--- src/rtl/matvec_ctrl_if.sv ---
// matvec_ctrl_if: stream and datapath-control bundle between matvec_ctrl and its surroundings.
// Latency: none (wires only).
// Backpressure: carries the in_valid/in_ready and out_valid/out_ready pairs unchanged.
// Ports: master = controller side (drives in_ready, memory/acc controls, result status);
//        slave  = host/datapath side (drives start, in_valid, out_ready).
interface matvec_ctrl_if;
   logic       start;
   logic       in_valid;
   logic       in_ready;
   logic [1:0] addr_x;
   logic       wr_en_x;
   logic [3:0] addr_w;
   logic       wr_en_w;
   logic       clear_acc;
   logic       en_acc;
   logic       out_valid;
   logic       out_ready;
   logic [1:0] out_row;
   logic       out_last;
   logic       busy;
   logic       done;

   modport master (
      input  start, in_valid, out_ready,
      output in_ready, addr_x, wr_en_x, addr_w, wr_en_w, clear_acc, en_acc,
             out_valid, out_row, out_last, busy, done
   );

   modport slave (
      output start, in_valid, out_ready,
      input  in_ready, addr_x, wr_en_x, addr_w, wr_en_w, clear_acc, en_acc,
             out_valid, out_row, out_last, busy, done
   );
endinterface

--- src/rtl/matvec_ctrl.sv ---
// matvec_ctrl: sequencer for the 3x3 matrix-vector datapath (load W, load X, 3 MAC passes, emit y[0..2]).
// Latency: last X word in cycle t -> y[0] at t+5, y[1] at t+10, y[2] at t+15, done at t+16 (out_ready high).
// Backpressure: in_valid low stalls loading; out_ready low holds OUT with the accumulator frozen.
// Ports: clk, rst (sync, active high); bus = matvec_ctrl_if.master.
// Optional: MATVEC_CTRL_W_REUSE_EN adds input reuse_w; start & reuse_w skips LOAD_W and reuses stored W.
module matvec_ctrl (
   input  logic clk,
   input  logic rst,
`ifdef MATVEC_CTRL_W_REUSE_EN
   input  logic reuse_w,
`endif
   matvec_ctrl_if.master bus
);

   typedef enum logic [2:0] {
      S_IDLE, S_LOAD_W, S_LOAD_X, S_CLEAR, S_MAC, S_OUT
   } state_t;

   state_t     state_q, state_d;
   logic [3:0] cnt_w_q, cnt_w_d;
   logic [1:0] cnt_x_q, cnt_x_d;
   logic [1:0] k_q, k_d;
   logic [1:0] row_q, row_d;

   // Registered outputs, recomputed from the next state/counters so they line up with state_q.
   logic       in_ready_q, in_ready_d;
   logic [1:0] addr_x_q, addr_x_d;
   logic [3:0] addr_w_q, addr_w_d;
   logic       clear_acc_q, clear_acc_d;
   logic       en_acc_q, en_acc_d;
   logic       out_valid_q, out_valid_d;
   logic [1:0] out_row_q, out_row_d;
   logic       out_last_q, out_last_d;
   logic       busy_q, busy_d;
   logic       done_q, done_d;

   logic       in_hs;
   logic       skip_w;

`ifdef MATVEC_CTRL_W_REUSE_EN
   assign skip_w = reuse_w;
`else
   assign skip_w = 1'b0;
`endif

   // in_ready_q is only ever high in the load states, so this is the input handshake.
   assign in_hs = bus.in_valid & in_ready_q;

   always_comb begin
      state_d = state_q;
      cnt_w_d = cnt_w_q;
      cnt_x_d = cnt_x_q;
      k_d     = k_q;
      row_d   = row_q;
      done_d  = 1'b0;

      unique case (state_q)
         S_IDLE: begin
            if (bus.start) begin
               state_d = skip_w ? S_LOAD_X : S_LOAD_W;
            end
         end
         S_LOAD_W: begin
            if (in_hs) begin
               if (cnt_w_q == 4'd8) begin
                  cnt_w_d = 4'd0;
                  state_d = S_LOAD_X;
               end else begin
                  cnt_w_d = cnt_w_q + 4'd1;
               end
            end
         end
         S_LOAD_X: begin
            if (in_hs) begin
               if (cnt_x_q == 2'd2) begin
                  cnt_x_d = 2'd0;
                  row_d   = 2'd0;
                  state_d = S_CLEAR;
               end else begin
                  cnt_x_d = cnt_x_q + 2'd1;
               end
            end
         end
         S_CLEAR: begin
            k_d     = 2'd0;
            state_d = S_MAC;
         end
         S_MAC: begin
            if (k_q == 2'd2) begin
               k_d     = 2'd0;
               state_d = S_OUT;
            end else begin
               k_d = k_q + 2'd1;
            end
         end
         S_OUT: begin
            if (bus.out_ready) begin
               if (row_q == 2'd2) begin
                  row_d   = 2'd0;
                  done_d  = 1'b1;
                  state_d = S_IDLE;
               end else begin
                  row_d   = row_q + 2'd1;
                  state_d = S_CLEAR;
               end
            end
         end
         default: begin
            state_d = S_IDLE;
         end
      endcase

      in_ready_d  = (state_d == S_LOAD_W) || (state_d == S_LOAD_X);
      clear_acc_d = (state_d == S_CLEAR);
      en_acc_d    = (state_d == S_MAC);
      out_valid_d = (state_d == S_OUT);
      out_row_d   = (state_d == S_OUT) ? row_d : 2'd0;
      out_last_d  = (state_d == S_OUT) && (row_d == 2'd2);
      busy_d      = (state_d != S_IDLE);

      addr_x_d = 2'd0;
      addr_w_d = 4'd0;
      case (state_d)
         S_LOAD_W: addr_w_d = cnt_w_d;
         S_LOAD_X: addr_x_d = cnt_x_d;
         S_MAC: begin
            addr_x_d = k_d;
            // 3*row + k, row-major W
            addr_w_d = {1'b0, row_d, 1'b0} + {2'b00, row_d} + {2'b00, k_d};
         end
         default: ;
      endcase
   end

   always_ff @(posedge clk) begin
      if (rst) begin
         state_q     <= S_IDLE;
         cnt_w_q     <= 4'd0;
         cnt_x_q     <= 2'd0;
         k_q         <= 2'd0;
         row_q       <= 2'd0;
         in_ready_q  <= 1'b0;
         addr_x_q    <= 2'd0;
         addr_w_q    <= 4'd0;
         clear_acc_q <= 1'b0;
         en_acc_q    <= 1'b0;
         out_valid_q <= 1'b0;
         out_row_q   <= 2'd0;
         out_last_q  <= 1'b0;
         busy_q      <= 1'b0;
         done_q      <= 1'b0;
      end else begin
         state_q     <= state_d;
         cnt_w_q     <= cnt_w_d;
         cnt_x_q     <= cnt_x_d;
         k_q         <= k_d;
         row_q       <= row_d;
         in_ready_q  <= in_ready_d;
         addr_x_q    <= addr_x_d;
         addr_w_q    <= addr_w_d;
         clear_acc_q <= clear_acc_d;
         en_acc_q    <= en_acc_d;
         out_valid_q <= out_valid_d;
         out_row_q   <= out_row_d;
         out_last_q  <= out_last_d;
         busy_q      <= busy_d;
         done_q      <= done_d;
      end
   end

   assign bus.in_ready  = in_ready_q;
   assign bus.addr_x    = addr_x_q;
   assign bus.addr_w    = addr_w_q;
   assign bus.wr_en_w   = in_hs & (state_q == S_LOAD_W);
   assign bus.wr_en_x   = in_hs & (state_q == S_LOAD_X);
   assign bus.clear_acc = clear_acc_q;
   assign bus.en_acc    = en_acc_q;
   assign bus.out_valid = out_valid_q;
   assign bus.out_row   = out_row_q;
   assign bus.out_last  = out_last_q;
   assign bus.busy      = busy_q;
   assign bus.done      = done_q;

endmodule

--- src/flat_wrapper.sv ---
// flat-port wrapper written by rule: the top's interface ports become plain ports
module matvec_ctrl_flat 
  (clk, rst, bus_start, bus_in_valid, bus_out_ready, bus_in_ready, bus_addr_x, bus_wr_en_x, bus_addr_w, bus_wr_en_w, bus_clear_acc, bus_en_acc, bus_out_valid, bus_out_row, bus_out_last, bus_busy, bus_done);
  matvec_ctrl_if bus_i ();
  input  logic clk;
  input  logic rst;
  input wire logic [$bits(bus_i.start)-1:0] bus_start;
  input wire logic [$bits(bus_i.in_valid)-1:0] bus_in_valid;
  input wire logic [$bits(bus_i.out_ready)-1:0] bus_out_ready;
  output wire logic [$bits(bus_i.in_ready)-1:0] bus_in_ready;
  output wire logic [$bits(bus_i.addr_x)-1:0] bus_addr_x;
  output wire logic [$bits(bus_i.wr_en_x)-1:0] bus_wr_en_x;
  output wire logic [$bits(bus_i.addr_w)-1:0] bus_addr_w;
  output wire logic [$bits(bus_i.wr_en_w)-1:0] bus_wr_en_w;
  output wire logic [$bits(bus_i.clear_acc)-1:0] bus_clear_acc;
  output wire logic [$bits(bus_i.en_acc)-1:0] bus_en_acc;
  output wire logic [$bits(bus_i.out_valid)-1:0] bus_out_valid;
  output wire logic [$bits(bus_i.out_row)-1:0] bus_out_row;
  output wire logic [$bits(bus_i.out_last)-1:0] bus_out_last;
  output wire logic [$bits(bus_i.busy)-1:0] bus_busy;
  output wire logic [$bits(bus_i.done)-1:0] bus_done;
  assign bus_i.start = bus_start;
  assign bus_i.in_valid = bus_in_valid;
  assign bus_i.out_ready = bus_out_ready;
  assign bus_in_ready = bus_i.in_ready;
  assign bus_addr_x = bus_i.addr_x;
  assign bus_wr_en_x = bus_i.wr_en_x;
  assign bus_addr_w = bus_i.addr_w;
  assign bus_wr_en_w = bus_i.wr_en_w;
  assign bus_clear_acc = bus_i.clear_acc;
  assign bus_en_acc = bus_i.en_acc;
  assign bus_out_valid = bus_i.out_valid;
  assign bus_out_row = bus_i.out_row;
  assign bus_out_last = bus_i.out_last;
  assign bus_busy = bus_i.busy;
  assign bus_done = bus_i.done;
  matvec_ctrl u_core (.clk(clk), .rst(rst), .bus(bus_i));
endmodule
--- config.mk ---
export PLATFORM = sky130hd
export DESIGN_NAME = matvec_ctrl_flat
export DESIGN_NICKNAME = d
export VERILOG_FILES = /design/src/rtl/matvec_ctrl_if.sv /design/src/rtl/matvec_ctrl.sv /design/src/flat_wrapper.sv
export SDC_FILE = /design/constraint.sdc
export NUM_CORES = 1
export LEC_CHECK = 0
export ABC_AREA = 1
export BUFFER_PORTS_ARGS = -buffer_cell sky130_fd_sc_hd__buf_4
export CAP_MARGIN = 10
export CORE_MARGIN = 2
export CORE_UTILIZATION = 49
export DETAILED_ROUTE_END_ITERATION = 10
export PLACE_DENSITY = 0.72
export SYNTH_ARGS = -nofsm -noshare
export SYNTH_HDL_FRONTEND = slang
export SYNTH_SLANG_ARGS = --single-unit
--- constraint.sdc ---
create_clock -name clk -period 2.3 [get_ports clk]
set_input_delay 0.23 -clock clk [delete_from_list [all_inputs] [get_ports clk]]
set_output_delay 0.23 -clock clk [all_outputs]
set_load 0.02 [all_outputs]
# Word level (Yosys, flattened, before mapping)
# Cells that the tools add are included.
[word_totals] ff_bits=28 input_bits=5 output_inout_bits=17 wordCells=73
[op_classes] add_sub_neg=6 eq_ne=15 mux=25 bitwise_logic=6 reduce_logical=6
[op_table] cell="3-bit two-way mux" n=7
[op_table] cell="2-bit two-way mux" n=9
[op_table] cell="3-bit one-hot mux with 6 select lines" n=1
[op_table] cell="3-bit by 2-bit == test with 1-bit output (second input constant)" n=4
[op_table] cell="3-bit == test (second input constant)" n=4
[op_table] cell="4-bit two-way mux" n=3
[op_table] cell="2-bit one-hot mux with 2 select lines" n=3
[op_table] cell="2-bit == test (second input constant)" n=4
[op_table] cell="4-bit one-hot mux with 2 select lines" n=1
[op_table] cell="2-bit by 1-bit adder with 2-bit output (second input constant)" n=3
[op_table] cell="3-bit by 1-bit == test with 1-bit output (second input constant)" n=2
[op_table] cell="3-bit by 2-bit adder with 4-bit output" n=1
[op_table] cell="4-bit by 1-bit adder with 4-bit output (second input constant)" n=1
[op_table] cell="4-bit by 2-bit adder with 4-bit output" n=1
[op_table] cell="4-bit == test (second input constant)" n=1
[op_table] cell="1-bit AND" n=3
[op_table] cell="3-bit zero test" n=1
[op_table] cell="1-bit NOT" n=3
[op_table] cell="3-bit nonzero test" n=1
[op_table] cell="3-bit OR reduction" n=1
[op_table] cell="2-bit OR reduction" n=1
[op_table] cell="1-bit logical AND" n=1
[op_table] cell="1-bit logical OR" n=1
[op_table] cell="1-bit two-way mux" n=1

# Depth between registers and ports, before layout
# Gate-level depths: netlist (run 1).
[depth] depth_word=7 depth_mapped=12 depth_no_buf=12

# Worst setup path after synthesis (run 1)
# Ideal clock, no wire load.
[synth_timing] path_type="flip-flop to flip-flop" from="register u_core.state_q[2]" to="register u_core.addr_w_q[2], in the netlist u_core.bus.addr_w[2]" setup_time_ps=114 arrival_time_ps=2290 required_ps=2186 slack_ps=-104 stages_incl_launch_ff=13 path_buffers=0 period_less_slack_ps=2404 path_cell_list="dfxtp_1 -> inv_2 -> nand3_2 -> inv_2 -> nand2_1 -> nand3_1 -> o21ai_0 -> inv_1 -> fa_1 -> ha_1 -> fa_1 -> nand4_1 -> nand2_1"
[synth_between] elab_chain_cells=5 word_cells_on_any_way=22 cone_classes="add/sub (2); eq/ne (7); mux (12); reduce/logical (1)"
[synth_rtl] element="start, declared" line_no="matvec_ctrl.sv:19" text="state_t state_q, state_d;"
[synth_rtl] element="start signal, assigned" line_no="matvec_ctrl.sv:153" text="state_q <= state_d;"
[synth_rtl] element="3-bit == test or 3-bit by 2-bit == test with 1-bit output (tied branches)" line_no="matvec_ctrl.sv:57" text="unique case (state_q)"
[synth_rtl] element="2-bit one-hot mux with 2 select lines (*)" line_no="matvec_ctrl.sv:57"
[synth_rtl] element="net u_core.row_d[0]" line_no="matvec_ctrl.sv:23" text="logic [1:0] row_q, row_d;"
[synth_rtl] element="3-bit by 2-bit adder with 4-bit output (*)" line_no="matvec_ctrl.sv:129" text="addr_w_d = {1'b0, row_d, 1'b0} + {2'b00, row_d} + {2'b00, k_d};"
[synth_rtl] element="4-bit by 2-bit adder with 4-bit output (*)" line_no="matvec_ctrl.sv:129"
[synth_rtl] element="4-bit one-hot mux with 2 select lines (*)" line_no="matvec_ctrl.sv:123" text="case (state_d)"
[synth_rtl] element="end signal, assigned" line_no="matvec_ctrl.sv:160" text="addr_w_q <= addr_w_d;"
[synth_rtl] element="end, declared" line_no="matvec_ctrl.sv:28" text="logic [3:0] addr_w_q, addr_w_d;"
# The timed path passes the listed nets; every way through them passes the cells marked *.
# A chain may end at the register's enable or synchronous reset.

# Final worst setup path (run 1)
[layout_timing] from="register u_core.row_q[0]" to="register u_core.addr_w_q[2], in the netlist u_core.bus.addr_w[2]"
[layout_between] elab_chain_cells=7 word_cells_on_any_way=15 cone_classes="add/sub (3); eq/ne (3); mux (9)"
[layout_rtl] element="start, declared" line_no="matvec_ctrl.sv:23"
[layout_rtl] element="start signal, assigned" line_no="matvec_ctrl.sv:157" text="row_q <= row_d;"
[layout_rtl] element="2-bit by 1-bit adder with 2-bit output or 2-bit == test (tied branches)" line_no="matvec_ctrl.sv:103, matvec_ctrl.sv:98"
[layout_rtl] element="2-bit two-way mux" line_no="matvec_ctrl.sv:98" text="if (row_q == 2'd2) begin"
[layout_rtl] element="2-bit two-way mux" line_no="matvec_ctrl.sv:97" text="if (bus.out_ready) begin"
[layout_rtl] element="2-bit one-hot mux with 2 select lines (*)" line_no="matvec_ctrl.sv:57"
[layout_rtl] element="net u_core.row_d[0]" line_no="matvec_ctrl.sv:23"
[layout_rtl] element="3-bit by 2-bit adder with 4-bit output (*)" line_no="matvec_ctrl.sv:129"
[layout_rtl] element="4-bit by 2-bit adder with 4-bit output (*)" line_no="matvec_ctrl.sv:129"
[layout_rtl] element="4-bit one-hot mux with 2 select lines (*)" line_no="matvec_ctrl.sv:123"
# Marks and branches as above.

==> key figures, run 1 <==
STA
  • Clk_skew: 8.88 ps
  • Max Freq: around 0.42 GHz
  • Endpoints failing setup: 2
  • RSZ-0062 raised after global routing: yes
  • Max-Slew Margin vs Limit: 0.760
  • Setup TNS: -180 ps
  • Fin. max-slew vios: 0
  • Minimum setup slack in the final design: -94.7 ps
  • WHS: about 140 ps
  • Post-layout minimum cycle time: about 2400 ps
  • Worst-Margin Slew: 360 ps
  • Hold Vio Cnt, Final: 0
  • Final period utilization: 1.04

Route
  • First-pass DRT Iterations: 4
  • DRC Markers: 0
  • Antenna viol nets, final: 0
  • Mean number of vias per cell: 5.32
  • Total Wirelength: about 4000 µm
  • DRT iter0 DRCs: 48
  • Wire per inst: between 10 and 15 µm
  • Via count: around 1500

Layout
  • Most frequent cells in the layout: 58 x buf_4, 38 x nand2_1, 23 x dfxtp_1
  • Final instance area: approximately 2000 µm²
  • FF+latch area: ~570 µm²
  • Share of cells above drive strength 1: 0.411
  • Fillers: 201
  • Most common cell after layout, fill and taps aside: buf_4
  • Ant diodes: 0
  • Area occupied by multi-input gates: around 750 µm²
  • Area growth from synthesis to layout: 45.0%
  • # nets final: ~260

Logic synthesis
  • Syn avg cell area: approximately 7.4 µm²
  • Post-synthesis sequential area ratio: 0.410
  • Distinct cells, synth: 21
  • Synth warn: 0
  • Mapped Cells: roughly 190
  • Syn Nets: between 150 and 200
  • Synthesized flop and latch total: 28
  • Post-synthesis cell area: approximately 1400 µm²

Critical path
  • R2r startpoint: u_core.row_q[0]
  • CP endpoint: u_core.bus.addr_w[2]
  • R2R cell count: 10
  • Startpoint types: flip-flop
  • Crit path arrival time: 2650 ps
  • Crit-path cells: nand2_1 > nand2_2 > nand3_2 > o21ai_2 > inv_2 > fa_1 > ha_2 > fa_1 > nand4_1 > nand2_1
  • Reg2reg setup slack: -90 ps
  • CP Data Required Time: between 2000 and 3000 ps
  • Worst Setup SP: u_core.row_q[0]
  • CP endpoint kind: flip-flop
  • Max FO, Critical Path: 4
  • Reg2Reg Capture Point: u_core.bus.addr_w[2]
  • Critical path's slowest cell: fa_1
  • Crit path kind: flip-flop to flip-flop
  • Critical path's largest stage delay: 570 ps

Pwr
  • Max VDD drop: about 0.44 mV
  • Comb pwr share: 0.099
  • Clk pwr share: 0.360
  • Switching share of power: 0.238
  • Total Power: approximately 920 µW
  • Power Dens Cells: approximately 460 nW/µm²
  • Net Sw Power: about 220 µW
  • Leakage: between 1 and 1.5 nW
  • Seq pwr share: 0.540
  • Internal Power: between 700 and 800 µW

Min path
  • Hold path depth: 2
  • Tightest Hold Check Type: input pin to flip-flop

Clock network
  • H-tree depth: 1
  • Clock Sinks: 28
  • Clock latency on the worst-skew pair: approximately 340 ps
  • TritonCTS clock tree: done
  • Clock transition at path regs: 160 ps
  • Hold_buf cts: 0
  • Longest Clk Path Bufs: 2
  • Root Driver: clkbuf_4
  • Num CTS Buffers: 3

Global route
  • Met1 usage: 0.295
  • Total gr overflow: 0
  • Initial antenna violation count: 0
  • Vias in the first global route: about 1400
  • Gr busiest metal: met2
  • First-pass GRT wire length: approximately 6300 µm
  • Overall Global Routing Usage: 0.253
  • Met3 usage: 0.0392
  • Largest net degree at the start of global routing: 17
  • Global Route met2 Usage: 0.455

Floorplanning
  • Initial Util: 0.505
  • Core Area: ~2700 µm²
  • Total die area: between 3000 and 4000 µm²
  • DIE HEIGHT: ~57 µm
  • # rows: 19
  • Ports: 22
  • Die span in x: around 57 µm

Place
  • GP Congestion: around 0.9
  • Dpl hpwl: 2400 µm
  • # port buffers: 21
  • Dpl cell area: between 1500 and 2000 µm²
  • Placement Setup Slack: -119 ps

Run
  • Max cap viols: 0

Run status
  • Status: complete, but fails checks
  • Failing checks: negative setup slack
==> Yosys cell counts <==
master | instances | area, µm²
a21oi_1 | 2 | 10.0
and3_1 | 3 | 18.8
buf_2 | 2 | 10.0
buf_6 | 1 | 11.3
dfxtp_1 | 28 | 561
fa_1 | 2 | 40.0
ha_1 | 5 | 62.6
inv_1 | 23 | 86.3
inv_2 | 5 | 18.8
nand2_1 | 44 | 165
nand2_2 | 4 | 25.0
nand3_1 | 16 | 80.1
nand3_2 | 3 | 30.0
nand4_1 | 11 | 68.8
nor2_1 | 23 | 86.3
nor2_2 | 2 | 12.5
nor2_4 | 2 | 22.5
nor3_1 | 2 | 10.0
nor3b_2 | 1 | 12.5
o21ai_0 | 6 | 30.0
o21bai_1 | 1 | 7.51
==> cells by family after synthesis <==
family | Yosys count | share of synthesized area
simple gates | 111 | 0.388
buf+inv | 31 | 0.0923
flops | 28 | 0.410
compound gates | 9 | 0.0347
fa+ha+maj | 7 | 0.0750
==> how the worst min path moves through the flow <==
stage	end	start	slack, ps
floorplan	u_core.k_q[1]	u_core.k_q[1]	490
global placement	u_core.k_q[1]	u_core.k_q[1]	500
detailed placement	u_core.k_q[1]	u_core.k_q[1]	510
CTS	u_core.bus.en_acc	rst	140
global route	u_core.state_q[0]	rst	140
finish	u_core.bus.en_acc	rst	140
==> flip-flops by register name (all words and copies together), names as in the netlist <==
register / flops
u_core.cnt_w_q: 4
u_core.cnt_x_q: 2
u_core.bus.busy: 1
u_core.bus.in_ready: 1
u_core.state_q: 3
u_core.bus.addr_x: 2
u_core.bus.done: 1
u_core.bus.addr_w: 4
u_core.bus.clear_acc: 1
u_core.k_q: 2
u_core.row_q: 2
u_core.bus.out_last: 1
u_core.bus.en_acc: 1
u_core.bus.out_row: 2
u_core.bus.out_valid: 1
==> per-layer routing <==
layer	share of wire	vias up	wire length, µm
met5	0	-	0
met2	0.52	59	2070
met3	0.062	17	246
li1	-	712	-
met4	0.041	0	164
met1	0.38	685	1520
==> repair_timing <==
action / in CTS / in global routing
setup endpoints to repair: 2 / 7
resized for setup: 13 / 16
setup buffers: 19 / 4
hold endpoints to repair: 0 / 0
pin swaps: 7 / 8
==> worst max-delay path: cells and delay by family (launching register included) <==
kind	cells	cell delay [ps]
buf+inv	1	80
simple gates	5	520
fa+ha+maj	3	1180
compound gates	1	90
flops	1	460
==> area by class of cell <==
type                    instances  share of cell area
multi-input cells             127               0.377
flip-flops and latches         28               0.289
repair buffers                 59               0.230
inverters                      28              0.0580
well taps                      31              0.0195
clock inverters                 1              0.0151
clock buffers                   3              0.0113
==> power by group through the flow <==
stage	sequential (mW)	combinational [mW]	clock, mW
floorplan	0.513	0.0476	0
global placement	0.508	0.0717	0
detailed placement	0.509	0.0730	0
CTS	0.497	0.0746	0.335
global route	0.499	0.0986	0.360
finish	0.498	0.0916	0.332
==> stage by stage <==
stage               cells  utilization
floorplan             186            -
global placement      251        0.617
detailed placement    251        0.617
CTS                   273        0.699
global route          277        0.732
finish                277        0.732
(Power assumes the default switching activity.)
==> run 2: changes to the inputs <==
Settings changed: SETUP_SLACK_MARGIN set to 0.15.
==> run 2 against run 1 <==
Effect of this change: the flow now finishes without violations; clock power decreased by 29%; first-iteration DRC count decreased by 29%; sequential share of layout area increased by 4.8 points; non-clock buffer count decreased by 30; setup slack improved by 110 ps.
==> key figures, run 2 (synthesis results as in run 1) <==
STA
  • Hold Vio Cnt, Final: 0
  • Endpoints failing setup: 0
  • Post-layout minimum cycle time: 2280 ps
  • Fin. max-slew vios: 0
  • Max Freq: 0.439 GHz
  • Clk_skew: between 4 and 5 ps
  • Final period utilization: 0.991
  • Max-Slew Margin vs Limit: 0.768
  • Worst-Margin Slew: roughly 350 ps
  • RSZ-0062 raised after global routing: yes

Layout
  • Final std cells w/o fill: around 250
  • Area growth from synthesis to layout: 24.1%
  • Most frequent cells in the layout: 39 x nand2_1, 29 x buf_4, 24 x dfxtp_1
  • Share of cells above drive strength 1: 0.296
  • Most common cell after layout, fill and taps aside: nand2_1
  • Final instance area: ~1700 µm²
  • # nets final: 229
  • Ant diodes: 0

Global route
  • Overall Global Routing Usage: 0.211
  • First-pass GRT wire length: between 5000 and 6000 µm
  • Initial antenna violation count: 0
  • Vias in the first global route: approximately 1200
  • Largest net degree at the start of global routing: 16
  • Total gr overflow: 0

Route
  • Antenna viol nets, final: 0
  • Mean number of vias per cell: around 5.3
  • DRT iter0 DRCs: 34
  • First-pass DRT Iterations: 4
  • M1 WL: between 1000 and 1500 µm
  • DRC Markers: 0
  • Wire length on met3: ~94 µm
  • Via count: between 1000 and 1500
  • Metal2 WL: roughly 1600 µm
  • Total Wirelength: 3080 µm
  • Wire per inst: approximately 12 µm
  • Top sig layer: met4

Floorplanning
  • Core Area: 2710 µm²
  • # rows: 19
  • Ports: 22
  • Die span in x: 56.9 µm
  • DIE HEIGHT: ~57 µm
  • Total die area: about 3200 µm²
  • Initial Util: 0.505

Clock network
  • Clock transition at path regs: about 150 ps
  • H-tree depth: 1
  • TritonCTS clock tree: done
  • Clock Sinks: 28
  • Num CTS Buffers: 3
  • Root Driver: clkbuf_4
  • Longest Clk Path Bufs: 2
  • Hold_buf cts: 0
  • Clock latency on the worst-skew pair: ~320 ps

Pwr
  • Total Power: between 800 and 900 µW
  • Max VDD drop: between 0.3 and 0.4 mV
  • Power Dens Cells: ~480 nW/µm²
  • Leakage: ~0.9 nW

Critical path
  • Startpoint types: flip-flop
  • Crit-path cells: nand4_1 > nand2_2 > nand4_1 > nand2_2 > inv_2 > fa_1 > ha_2 > fa_1 > nand4_1 > nand2_1
  • Reg2reg setup slack: slightly below 20 ps
  • Crit path arrival time: about 2600 ps
  • CP endpoint kind: flip-flop
  • Number of cells on the critical path: 10
  • Reg2Reg Capture Point: u_core.bus.addr_w[2]
  • R2R cell count: 10
  • Cell family with most CP delay: adder cells
  • Crit path kind: flip-flop to flip-flop
  • CP Data Required Time: 2580 ps
  • Max FO, Critical Path: 5
  • Critical path's slowest cell: fa_1
  • CP endpoint: u_core.bus.addr_w[2]
  • Worst Setup SP: u_core.cnt_x_q[1]
  • Critical path's largest stage delay: roughly 480 ps
  • R2r startpoint: u_core.cnt_x_q[1]
  • CP bufs+invs: 1
  • Worst path most repeated cell: nand4_1

Min path
  • Min-delay src: rst
  • Tightest Hold Check Type: input pin to flip-flop

Place
  • # port buffers: 21
  • GP Congestion: around 0.95
  • Dpl cells: roughly 240
  • Dpl cell area: between 1500 and 2000 µm²
  • Dpl hpwl: 2330 µm

Run
  • Max cap viols: 0

Run status
  • Status: finished, final reports clean
## run 2: cell types whose count changed in the layout (fill, tap and decap cells not counted), sizes merged
cell	delta
clkbuf	+1
bufinv	-1
buf	-30
## run 2: report_power, final
group	total (mW)	switching, mW	internal (mW)
Combinational	0.0732	0.0496	0.0235
Sequential	0.498	0.00803	0.490
Clock	0.237	0.140	0.0968
## run 2: metal layers
layer	global-route usage	vias to the layer above
li1	-	658
met4	0.0930	0
met1	0.280	604
met5	0	-
met3	0.0230	8
met2	0.347	33
## run 2: what timing repair did
item | 4_1_cts | 5_1_grt
buffers inserted | 6 | 1
endpoints found under the hold margin | 0 | 0
pin swaps | 3 | 3
gates resized for setup | 7 | 3
cloned | 0 | 0
setup endpoints to repair | 2 | 2
## run 2: how the worst min path moves through the flow
stage / endpoint / cells after the start / slack (ps)
after floorplan: u_core.k_q[1] / 2 / 490
after global placement: u_core.k_q[1] / 2 / 500
after detailed placement: u_core.state_q[0] / 2 / 510
after CTS: u_core.bus.in_ready / 2 / 150
after global routing: u_core.state_q[0] / 2 / 150
final: u_core.bus.in_ready / 2 / 160
## run 2: stage by stage
| stage | setup WS [ps] | setup TNS [ps] | utilization | hold slack [ps] |
|---|---|---|---|---|
| 6_report | 19.7 | 0 | 0.627 | 158 |
| 5_1_grt | -62.1 | -70.3 | 0.627 | 147 |
| 4_1_cts | 30.4 | 0 | 0.621 | 146 |
| 3_5_place_dp | -30.0 | -30.0 | 0.585 | 508 |
| 3_3_place_gp | 90.9 | 0 | 0.585 | 501 |
| 2_1_floorplan | 157 | 0 | - | 485 |
## run 2: worst reg2reg max path: stages (launching register included)
cell,delay (ps)
dfxtp_1,430
nand4_1,160
nand2_2,110
nand4_1,110
nand2_2,100
inv_2,50
fa_1,460
ha_2,190
fa_1,480
nand4_1,70
nand2_1,70
## run 2: cell type report
class                   count  area [µm²]
clock buffers               4        36.3
fillers                   224        1010
inverters                  28         115
multi-input cells         127         718
flip-flops and latches     28         573
well taps                  31        38.8
repair buffers             29         218
==> run 3: changes to the inputs <==
Settings changed: CORE_ASPECT_RATIO set to 0.5.
==> run 3 against run 2 <==
Effect of this change: via count is 0.69% higher; sequential cell count did not move; sequential power is essentially flat; routed wire length rose by 11%; clock skew is 2.2 ps higher; die area rose by 0.79%; clock power grew 29%; total power up 8.7%; design area increased by 6.8%; utilization up 6.6 points; register-to-register slack better by 40 ps; first-iteration DRC count grew 59%; critical path type unchanged; critical endpoint unchanged; largest cell class unchanged.
==> key figures, run 3 (synthesis results as in run 1) <==
Place
  • Dpl hpwl: approximately 2400 µm
  • Placement Setup Slack: about 35 ps
  • # port buffers: 21
  • Dpl cells: around 250
  • GP Congestion: about 0.87
  • Dpl cell area: between 1500 and 2000 µm²

Global route
  • Vias in the first global route: approximately 1200
  • First-pass GRT wire length: around 5300 µm
  • Largest net degree at the start of global routing: 16
  • Initial antenna violation count: 0
  • Total gr overflow: 0
  • Overall Global Routing Usage: 0.231

Layout
  • Share of cells above drive strength 1: 0.348
  • Most frequent cells in the layout: 39 x nand2_1, 37 x buf_4, 23 x nor2_1
  • Area occupied by multi-input gates: about 740 µm²
  • Area growth from synthesis to layout: 32.5%
  • FF+latch area: approximately 580 µm²
  • Ant diodes: 0
  • Final instance area: around 1800 µm²
  • # nets final: 237
  • Fillers: between 200 and 250
  • Final std cells w/o fill: about 260
  • Most common cell after layout, fill and taps aside: nand2_1

STA
  • WHS: roughly 220 ps
  • Worst-Margin Slew: approximately 350 ps
  • Post-layout minimum cycle time: 2240 ps
  • Clk_skew: around 7 ps
  • Minimum setup slack in the final design: about 63 ps
  • RSZ-0062 raised after global routing: yes
  • Max Freq: between 0.4 and 0.5 GHz
  • Hold Vio Cnt, Final: 0
  • Fin. max-slew vios: 0
  • Max-Slew Margin vs Limit: 0.767
  • Final period utilization: 0.973
  • Endpoints failing setup: 0

Floorplanning
  • Ports: 22
  • Die span in x: slightly below 80 µm
  • DIE HEIGHT: 41.4 µm
  • Core Area: around 2600 µm²
  • Initial Util: 0.523
  • # rows: 13
  • Total die area: around 3300 µm²

Run status
  • Status: finished, final reports clean

Min path
  • Tightest Hold Check Type: input pin to flip-flop

Pwr
  • Power Dens Cells: between 400 and 500 nW/µm²
  • Max VDD drop: between 0.2 and 0.25 mV
  • Total Power: 878 µW
  • Leakage: between 0.9 and 1 nW

Clock network
  • Num CTS Buffers: 3
  • Clock Sinks: 28
  • Clock transition at path regs: about 100 ps
  • Root Driver: clkbuf_8
  • Clock latency on the worst-skew pair: around 280 ps
  • TritonCTS clock tree: done
  • H-tree depth: 1
  • Longest Clk Path Bufs: 2

Route
  • Wire per inst: 13.1 µm
  • DRC Markers: 0
  • DRT iter0 DRCs: 54
  • First-pass DRT Iterations: 4
  • Mean number of vias per cell: 5.03
  • Via count: ~1300
  • Total Wirelength: between 3000 and 4000 µm
  • Antenna viol nets, final: 0

Critical path
  • Startpoint types: flip-flop
  • Crit path arrival time: about 2500 ps
  • Crit path kind: flip-flop to flip-flop
  • CP endpoint kind: flip-flop
  • Max FO, Critical Path: 6
  • CP Data Required Time: ~2500 ps

Run
  • Max cap viols: 0
-- run 3: cell types whose count changed in the layout (fill, tap and decap cells not counted), moves of 2 or more --
cell	before	now
buf_4	29	37
clkbuf_4	3	0
clkbuf_8	1	4
dfxtp_1	24	21
dfxtp_2	1	4
nand2_2	9	7
nand2_4	0	2
nand3_1	16	14
nand3_2	1	3
-- run 3: where the power goes --
| part | internal [mW] | leakage (nW) | switching [mW] |
|---|---|---|---|
| registers | 0.489 | 0.230 | 0.00699 |
| logic | 0.0250 | 0.702 | 0.0518 |
| clock network | 0.153 | 0.0288 | 0.152 |
| total | 0.667 | 0.961 | 0.211 |
-- run 3: critical path: stages, from the launching register on --
cell	delay [ps]
dfxtp_4	380
inv_4	70
nand3_4	120
nand2_2	100
nand4_1	90
nand2_1	110
inv_2	60
fa_1	470
ha_2	190
fa_1	470
nand4_1	70
nand2_1	70
-- run 3: per-layer routing --
layer,track usage,wire [µm],vias to the layer above
li1,-,-,666
met1,0.284,1580,600
met2,0.419,1590,44
met3,0.0668,231,2
met4,0.0614,14,0
met5,0,0,-
-- run 3: what timing repair did --
item                                    in CTS  in global routing
hold buffers                                 0                  0
pin swaps                                    6                  6
buffers inserted                             8                  4
gates resized for setup                     17                  2
endpoints found under the hold margin        0                  0
endpoints found under the setup margin       2                  2
-- run 3: through the flow --
step                utilization  setup TNS (ps)
floorplan                     -               0
global placement          0.617               0
detailed placement        0.617               0
CTS                       0.680               0
global route              0.693           -72.6
finish                    0.693               0
-- run 3: path summary, 6_finish.rpt --
path	startpoint	endpoint	slack, ps	depth (start not counted)
max	u_core.state_q[1]	u_core.bus.addr_w[2]	60	11
min	rst	u_core.bus.in_ready	220	2
max reg2reg	u_core.state_q[1]	u_core.bus.addr_w[2]	60	11
min reg2reg	u_core.k_q[1]	u_core.k_q[1]	540	2
-- run 3: cell type report --
type,instances,area share
inverter,28,0.0648
clock buffer,4,0.0303
sequential,28,0.318
timing repair buffer,37,0.153
tap,37,0.0255
multi-input combinational,127,0.408
